`src/rtl/flitzip_compress_ctrl.sv`:
```
// FlitZip base-delta compression sequencer: latches one flit, scans chunk min/max serially,
// picks base=(max+min)/2 and either packs per-chunk deltas or forwards the flit raw.
module flitzip_compress_ctrl #(
  parameter int INPUT_WIDTH  = 128,
  parameter int OUTPUT_WIDTH = 128,
  parameter int CHUNK_SIZE   = 8,
  parameter int DELTA_BITS   = 4
) (
  input  logic                    clk,
  input  logic                    rst,
  input  logic                    in_valid,
  output logic                    in_ready,
  input  logic [INPUT_WIDTH-1:0]  data_in,
  output logic                    out_valid,
  input  logic                    out_ready,
  output logic [OUTPUT_WIDTH-1:0] data_out,
  output logic                    out_compressed,
  output logic                    busy,
  output logic [15:0]             comp_count
);

  localparam int NUM_CHUNKS = INPUT_WIDTH / CHUNK_SIZE;
  localparam int IDX_W      = (NUM_CHUNKS > 1) ? $clog2(NUM_CHUNKS) : 1;
  localparam logic [IDX_W-1:0]      LAST_IDX  = IDX_W'(NUM_CHUNKS - 1);
  localparam logic [CHUNK_SIZE-1:0] DELTA_MAX = CHUNK_SIZE'((1 << (DELTA_BITS - 1)) - 1);

  typedef enum logic [2:0] {
    S_IDLE,
    S_SCAN,
    S_BASE,
    S_PACK,
    S_EMIT
  } state_t;

  state_t                  state_q, state_d;
  logic [IDX_W-1:0]        idx_q, idx_d;
  logic [CHUNK_SIZE-1:0]   min_q, min_d;
  logic [CHUNK_SIZE-1:0]   max_q, max_d;
  logic [CHUNK_SIZE-1:0]   base_q, base_d;
  logic [OUTPUT_WIDTH-1:0] data_out_q, data_out_d;
  logic                    out_compressed_q, out_compressed_d;
  logic [15:0]             comp_count_q, comp_count_d;
  logic [INPUT_WIDTH-1:0]  flit_q;
  logic                    flit_load;

  logic [CHUNK_SIZE-1:0]   chunk;
  logic [CHUNK_SIZE:0]     sum;
  logic [CHUNK_SIZE-1:0]   base_w;
  logic                    compressible;
  logic [DELTA_BITS-1:0]   delta;

  // Datapath shared by SCAN/BASE/PACK; the one-bit-wider sum keeps (max+min)/2 exact.
  always_comb begin
    chunk        = flit_q[int'(idx_q)*CHUNK_SIZE +: CHUNK_SIZE];
    sum          = {1'b0, max_q} + {1'b0, min_q};
    base_w       = CHUNK_SIZE'(sum >> 1);
    compressible = (max_q - base_w) <= DELTA_MAX;
    delta        = DELTA_BITS'({1'b0, chunk} - {1'b0, base_q});
  end

  // NOTE: every signal gets a default before the case so no latch is inferred.
  always_comb begin
    state_d          = state_q;
    idx_d            = idx_q;
    min_d            = min_q;
    max_d            = max_q;
    base_d           = base_q;
    data_out_d       = data_out_q;
    out_compressed_d = out_compressed_q;
    comp_count_d     = comp_count_q;
    flit_load        = 1'b0;

    unique case (state_q)
      S_IDLE: begin
        if (in_valid) begin
          flit_load = 1'b1;
          idx_d     = '0;
          min_d     = '1;
          max_d     = '0;
          state_d   = S_SCAN;
        end
      end
      S_SCAN: begin
        if (chunk < min_q) min_d = chunk;
        if (chunk > max_q) max_d = chunk;
        idx_d = idx_q + IDX_W'(1);
        if (idx_q == LAST_IDX) begin
          idx_d   = '0;
          state_d = S_BASE;
        end
      end
      S_BASE: begin
        base_d           = base_w;
        idx_d            = '0;
        out_compressed_d = 1'b0;
        if (compressible) begin
          data_out_d                   = '0;
          data_out_d[CHUNK_SIZE-1:0]   = base_w;
          state_d                      = S_PACK;
        end else begin
          data_out_d = OUTPUT_WIDTH'(flit_q);
          state_d    = S_EMIT;
        end
      end
      S_PACK: begin
        data_out_d[CHUNK_SIZE + int'(idx_q)*DELTA_BITS +: DELTA_BITS] = delta;
        idx_d = idx_q + IDX_W'(1);
        if (idx_q == LAST_IDX) begin
          idx_d            = '0;
          out_compressed_d = 1'b1;
          state_d          = S_EMIT;
        end
      end
      S_EMIT: begin
        // Output registers stay untouched here, so data holds for any out_ready stall.
        if (out_ready) begin
          state_d = S_IDLE;
          if (out_compressed_q && (comp_count_q != 16'hFFFF))
            comp_count_d = comp_count_q + 16'd1;
        end
      end
      default: state_d = S_IDLE;
    endcase
  end

  // NOTE: sequential state uses non-blocking assignments so all flops sample pre-edge values.
  always_ff @(posedge clk) begin
    if (rst) begin
      state_q          <= S_IDLE;
      idx_q            <= '0;
      min_q            <= '1;
      max_q            <= '0;
      base_q           <= '0;
      data_out_q       <= '0;
      out_compressed_q <= 1'b0;
      comp_count_q     <= '0;
    end else begin
      state_q          <= state_d;
      idx_q            <= idx_d;
      min_q            <= min_d;
      max_q            <= max_d;
      base_q           <= base_d;
      data_out_q       <= data_out_d;
      out_compressed_q <= out_compressed_d;
      comp_count_q     <= comp_count_d;
    end
  end

  // NOTE: the flit holding register has no reset; it is always loaded before it is read.
  always_ff @(posedge clk) begin
    if (flit_load) flit_q <= data_in;
  end

  assign in_ready       = (state_q == S_IDLE);
  assign busy           = (state_q != S_IDLE);
  assign out_valid      = (state_q == S_EMIT);
  assign data_out       = data_out_q;
  assign out_compressed = out_compressed_q;
  assign comp_count     = comp_count_q;

endmodule

```
`config.mk`:
```
export PLATFORM = sky130hd
export DESIGN_NAME = flitzip_compress_ctrl
export DESIGN_NICKNAME = d
export VERILOG_FILES = /design/src/rtl/flitzip_compress_ctrl.sv
export SDC_FILE = /design/constraint.sdc
export NUM_CORES = 1
export LEC_CHECK = 0
export CAP_MARGIN = 10
export CORE_MARGIN = 3
export CORE_UTILIZATION = 51
export DETAILED_ROUTE_END_ITERATION = 8
export PLACE_DENSITY_LB_ADDON = 0.12
export REMOVE_ABC_BUFFERS = 1
export SLEW_MARGIN = 20
export SYNTH_ARGS = -nofsm -noshare
export SYNTH_HDL_FRONTEND = slang
export SYNTH_SLANG_ARGS = --single-unit
export TNS_END_PERCENT = 30
```
`constraint.sdc`:
```
create_clock -name clk -period 5.7 [get_ports clk]
set_input_delay 0.57 -clock clk [delete_from_list [all_inputs] [get_ports clk]]
set_output_delay 0.57 -clock clk [all_outputs]
set_load 0.02 [all_outputs]
```
# Yosys cells after proc, flatten, opt, wreduce, memory -nomap -nowiden
# Cells that the tools add are included.
# W data, S select, Z words.
[totals]
romBits = 0
mem_bits_rw = 0
input_bits = 132
latch_bits = 0
n_memories = 0
regBits = 300
elab_cells = 69
[op_classes]
div_mod_pow = 0
shifts = 3
muxes = 22
order_cmp = 3
bitwise = 0
reduce_logical = 13
add_sub_neg = 7
n_eq_ne = 12
mul = 0
[ops]
columns = ["op", "count"]
rows = [
  ["$pmux W128 S2", 1],
  ["$bwmux W128", 1],
  ["$mux W128", 1],
  ["$shift A4 B33 Y128 const A", 1],
  ["$shiftx A128 B8 Y8", 1],
  ["$shiftx A4 B33 Y128", 1],
  ["$neg A7 Y33", 1],
  ["$mux W8", 4],
  ["$pmux W8 S2", 2],
  ["$add A16 B1 Y16 const B", 1],
  ["$ne A16 B16 Y1 const B", 1],
  ["$mux W3", 5],
  ["$pmux W3 S5", 1],
  ["$pmux W4 S3", 1],
  ["$ne A2 B2 Y1 const B", 5],
  ["$add A8 B8 Y9", 1],
  ["$reduce_and A3 Y1", 3],
  ["$gt A8 B8 Y1", 1],
  ["$le A8 B3 Y1 const B", 1],
  ["$lt A8 B8 Y1", 1],
  ["$mux W4", 2],
  ["$sub A8 B8 Y8", 1],
  ["$add A4 B6 Y7 const A", 1],
  ["$eq A3 B2 Y1 const B", 2],
  ["other kinds (15)", 20],
]

# Logic depth before layout (Yosys ltp)
[logic_depth]
depth_word = 5
depth_mapped = 18

# Least setup slack after synthesis
# No wires, ideal clock.
[synth_path]
kind = "flip-flop to flip-flop"
startpoint = "register state_q[1]"
endpoint = "register flit_q[0], enable pin"
period_less_slack_ps = 4597
t_required_ps = 5198
n_path_buf = 1
arrival_ps = 4095
slack_ps = 1103
stages_incl_launch_ff = 4
path_cell_list = "dfxtp_1 -> clkbuf_1 -> nor3_1 -> and2_1"
[synth_via]
elab_chain_len = 2
[synth_rtl]
columns = ["item", "line_no", "rtl"]
rows = [
  ["start: declaration", "35", "state_t state_q, state_d;"],
  ["start signal: assignment", "138", "state_q <= state_d;"],
  ["$logic_not A3 Y1", "n/a", ""],
  ["named net in_ready", "12", "output logic in_ready,"],
  ["$mux W1", "73", "unique case (state_q)"],
  ["named net flit_load", "44", "logic flit_load;"],
  ["end signal: assignment", "151", "if (flit_load) flit_q <= data_in;"],
  ["end: declaration", "43", "logic [INPUT_WIDTH-1:0] flit_q;"],
]
# The timed path passes the listed nets, and every way through them passes these cells.
# A chain may end at the register's enable or synchronous reset.

# Worst setup path after layout
[layout_path]
startpoint = "register max_q[1]"
endpoint = "register data_out_q[29], in the netlist data_out[29]"
[layout_via]
elab_chain_len = 5
[layout_rtl]
columns = ["item", "line_no", "rtl"]
rows = [
  ["start: declaration", "38", "logic [CHUNK_SIZE-1:0] max_q, max_d;"],
  ["start signal: assignment", "141", "max_q <= max_d;"],
  ["$add A8 B8 Y9", "55", "sum = {1'b0, max_q} + {1'b0, min_q};"],
  ["$sub A8 B8 Y8 *", "57", "compressible = (max_q - base_w) <= DELTA_MAX;"],
  ["$le A8 B3 Y1 *", "57", ""],
  ["$mux W128 *", "96", "if (compressible) begin"],
  ["$pmux W128 S2 *", "73", ""],
  ["end signal: assignment", "143", "data_out_q <= data_out_d;"],
  ["end: declaration", "40", "logic [OUTPUT_WIDTH-1:0] data_out_q, data_out_d;"],
]
# Mark *: on every way between the ends. The rest lies on a longest branch, timed or not.

==> impl_metrics.csv <==
group,metric,value,unit
outcome,status,"complete, no violations",
detailed_routing,drtIter0Drc,993,
detailed_routing,avgViaCountPerCell,5.87,
timing,slew_violations,0,
power,irDropWorstVdd,0.000287,V
placed_design,gp_congestion,0.887,
power,pwr_density_cell,291,mW/mm^2
floorplanning,core,0.0254,sq mm
final_layout,final_cell_mix,"278 x clkdlybuf4s50_1, 170 x nor2_1, 170 x dfxtp_1",
logic_synthesis,synth_edf_count,128,
floorplanning,die_h,167,um
worst_hold_path,hp-start,"data_out[82]$_SDFFE_PP0P_",
worst_hold_path,hold_depth,2,
logic_synthesis,ys_async_sr_fraction,0,%
final_layout,drive_gt1_share,8.43,%
global_routing,grt_pass1_wl,62300,um
cts,cts-buffers-inserted,34,
power,p_leak,6.14,nW
floorplanning,rows,58,
global_routing,grt-ovfl-total,0,
critical_path,startpoint_type,"flip-flop",
final_layout,fillCellCount,1939,
placed_design,port_buffers,279,
timing,slew_headroom,30.1,%
detailed_routing,dr.pass1.iters,7,
timing,tightest_slew,1.05,ns
timing,fmax,199,MHz
logic_synthesis,syn_area,0.0133,sq mm
cts,cts_max_level,2,
global_routing,grt.total_usage,28.3,%
timing,fin_skew,0.0212,ns
cts,cts_buffer_depth,3,
final_layout,nNetsFinal,1701,
timing,rsz0062_at_grt,"false",
logic_synthesis,ys_dominant_reg_cell,"dfxtp_1",
critical_path,rrSetupSlack,0.67,ns
critical_path,r2r-start,"max_q[1]$_SDFFE_PP0P_",
timing,setup_violations,0,
global_routing,grt_max_degree,88,
critical_path,cp_data_required_time,6.12,ns
final_layout,stdcell_area,0.0175,sq mm
critical_path,r2r_end,"data_out[29]$_SDFFE_PP0P_",
timing,fin_crit,5.03,ns
critical_path,path_class,"flip-flop to flip-flop",
floorplanning,ios,280,
detailed_routing,drtAntennaViolNets,0,
final_layout,syn2layout_area_growth,31.5,%
critical_path,rr_worst_depth,18,
global_routing,grt_pass1_vias,11100,
final_layout,final_common_cell,"clkdlybuf4s50_1",
cts,clk_pin_slew_worst_paths,0.06,ns
cts,clk_latency,0.51,ns
placed_design,place_ws,0.751,ns
timing,hold_viol,0,
power,p_total,0.00508,W
logic_synthesis,synth_cell_types,63,
logic_synthesis,synth_seq_cells,300,
cts,cts_root_buf,"clkbuf_16",
logic_synthesis,syn_inst,1271,
worst_hold_path,worstHoldPathType,"flip-flop to flip-flop",
cts,post_cts_buffers,0,
cts,hold_buffers,0,
global_routing,grt_antenna_before_repair,4,
placed_design,placed_cell_area,0.0163,sq mm
logic_synthesis,avgSynthCellArea,10.5,sq um
logic_synthesis,ys_warn_count,0,
flow_run,maxCapViolCount,0,
detailed_routing,vias,11100,
critical_path,crit_fanout,60,
timing,layout_setup_ws,0.669,ns
critical_path,critPathArrivalTime,5.45,ns
detailed_routing,post_drt_wl_per_cell,21.6,um
detailed_routing,drc,0,
timing,fin_tns_setup,0,ns
placed_design,place_hpwl,28800,um
floorplanning,dieArea,0.0280,sq mm
cts,cts_resized,0,
detailed_routing,wirelength,40800,um
cts,tritoncts,"built",
timing,fin_crit_sh,88.3,%
critical_path,worstSetupEndpointType,"flip-flop",
worst_hold_path,min_to,"data_out[82]$_SDFFE_PP0P_",
final_layout,finalNonFillerCells,1886,
floorplanning,die_x,167,um
floorplanning,initial_core_util,52.3,%
cts,cts.sinks,300,
logic_synthesis,yosysSeqAreaShare,54.8,%
placed_design,dp_cells,1823,
## layer usage
layer  part of all wire [%]  vias to the layer above  routed length [um]  GRT usage [%]
li1                       -                     5150                   -              -
met1                     40                     5310               16300           36.3
met2                     47                      512               19200           45.9
met3                    9.3                       89                3800           7.74
met4                    3.5                        4                1420           11.3
met5                  0.066                        -                  27              0
## worst max-delay path, stage by stage (launching register included)
cell	delay (ns)
dfxtp_1	0.46
ha_1	0.28
a31o_2	0.24
a21oi_1	0.28
o21ai_0	0.16
a21o_1	0.17
a21oi_1	0.16
xor2_1	0.23
ha_1	0.31
inv_1	0.10
a211oi_1	0.07
a2111oi_4	0.38
xnor3_1	0.30
nor4_2	0.06
buf_4	0.19
nor2_4	0.53
buf_4	0.67
nand2_1	0.16
a21oi_1	0.17
## cell type report
cell class	count	area (sq um)	share of cell area, %
Sequential cell	300	7290	41.7
Multi-Input combinational cell	868	5610	32.1
Timing Repair Buffer	294	2920	16.7
Clock buffer	47	981	5.61
Tap cell	330	413	2.36
Clock inverter	14	140	0.802
Inverter	31	116	0.666
Antenna cell	2	5.00	0.0286
## synthesized netlist by cell type, drive strengths merged, types with 2 or more instances
| master | number | share of area (%) |
|---|---|---|
| xor2 | 13 | 0.86 |
| or3 | 4 | 0.19 |
| or2 | 2 | 0.094 |
| nand2b | 11 | 0.52 |
| a21oi | 165 | 6.2 |
| a211oi | 8 | 0.49 |
| a22oi | 27 | 1.5 |
| nor3 | 35 | 1.4 |
| clkbuf | 58 | 1.6 |
| dfxtp | 172 | 26 |
| nand3 | 74 | 2.8 |
| mux2i | 3 | 0.23 |
| mux4 | 40 | 6.8 |
| a311oi | 3 | 0.20 |
| a2111oi | 2 | 0.32 |
| a21o | 11 | 0.62 |
| nor2 | 172 | 4.9 |
| buf | 14 | 0.59 |
| o211ai | 3 | 0.17 |
| nand2 | 94 | 2.7 |
| ha | 37 | 3.5 |
| inv | 31 | 0.88 |
| nor4 | 4 | 0.24 |
| o21a | 8 | 0.45 |
| a31oi | 24 | 1.1 |
| nand4 | 6 | 0.28 |
| xnor2 | 11 | 0.72 |
| and3 | 5 | 0.24 |
| edfxtp | 128 | 29 |
| o21ai | 58 | 2.2 |
| a31o | 2 | 0.13 |
| and2 | 10 | 0.47 |
| fa | 3 | 0.45 |
| nor2b | 5 | 0.24 |
| mux2 | 9 | 0.79 |
| o32ai | 2 | 0.13 |
## stage by stage
step                      hold WS, ns  util (%)
after global routing            0.470      68.8
final                           0.446      68.8
after floorplan                 0.430         -
after global placement          0.438      64.2
after detailed placement        0.445      64.4
after CTS                       0.453      68.8
## kinds of logic after synthesis
| logic type | after synthesis | share of synthesized area, % |
|---|---|---|
| muxes | 52 | 7.79 |
| adders and majority gates | 40 | 3.93 |
| AOI/OAI and AO/OA | 321 | 14.1 |
| xor gates and xnor gates | 25 | 1.75 |
| and+or+nand+nor | 430 | 14.5 |
| DFF | 300 | 54.8 |
| buffers and inverters | 103 | 3.11 |
## sequential cells by signal, summed over array words and instances (netlist names)
signal and flops:
data_out 128, base_q 4, min_q 8, comp_count 16, flit_q 128, max_q 8
idx_q 4, out_compressed 1, state_q 3
## power breakdown
group	internal, W	switching, W	leakage [nW]
clock network	0.00134	0.000847	0.551
logic	0.000238	0.000288	2.98
registers	0.00232	0.0000483	2.61
## how the worst max path moves through the flow
stage                           from                    endpoint  slack [ns]  cells past startpoint
6_report       max_q[1]$_SDFFE_PP0P_   data_out[29]$_SDFFE_PP0P_        0.67                     18
5_1_grt        max_q[1]$_SDFFE_PP0P_   data_out[29]$_SDFFE_PP0P_        0.39                     18
4_1_cts        max_q[1]$_SDFFE_PP0P_   data_out[29]$_SDFFE_PP0P_        0.75                     18
3_5_place_dp   max_q[1]$_SDFFE_PP0P_  data_out[110]$_SDFFE_PP0P_        0.75                     18
3_3_place_gp   max_q[0]$_SDFFE_PP0P_  data_out[108]$_SDFFE_PP0P_        0.42                     19
2_1_floorplan  max_q[1]$_SDFFE_PP0P_  data_out[100]$_SDFFE_PP0P_        0.20                     14
Note: power is estimated with default switching activity, not from simulation.
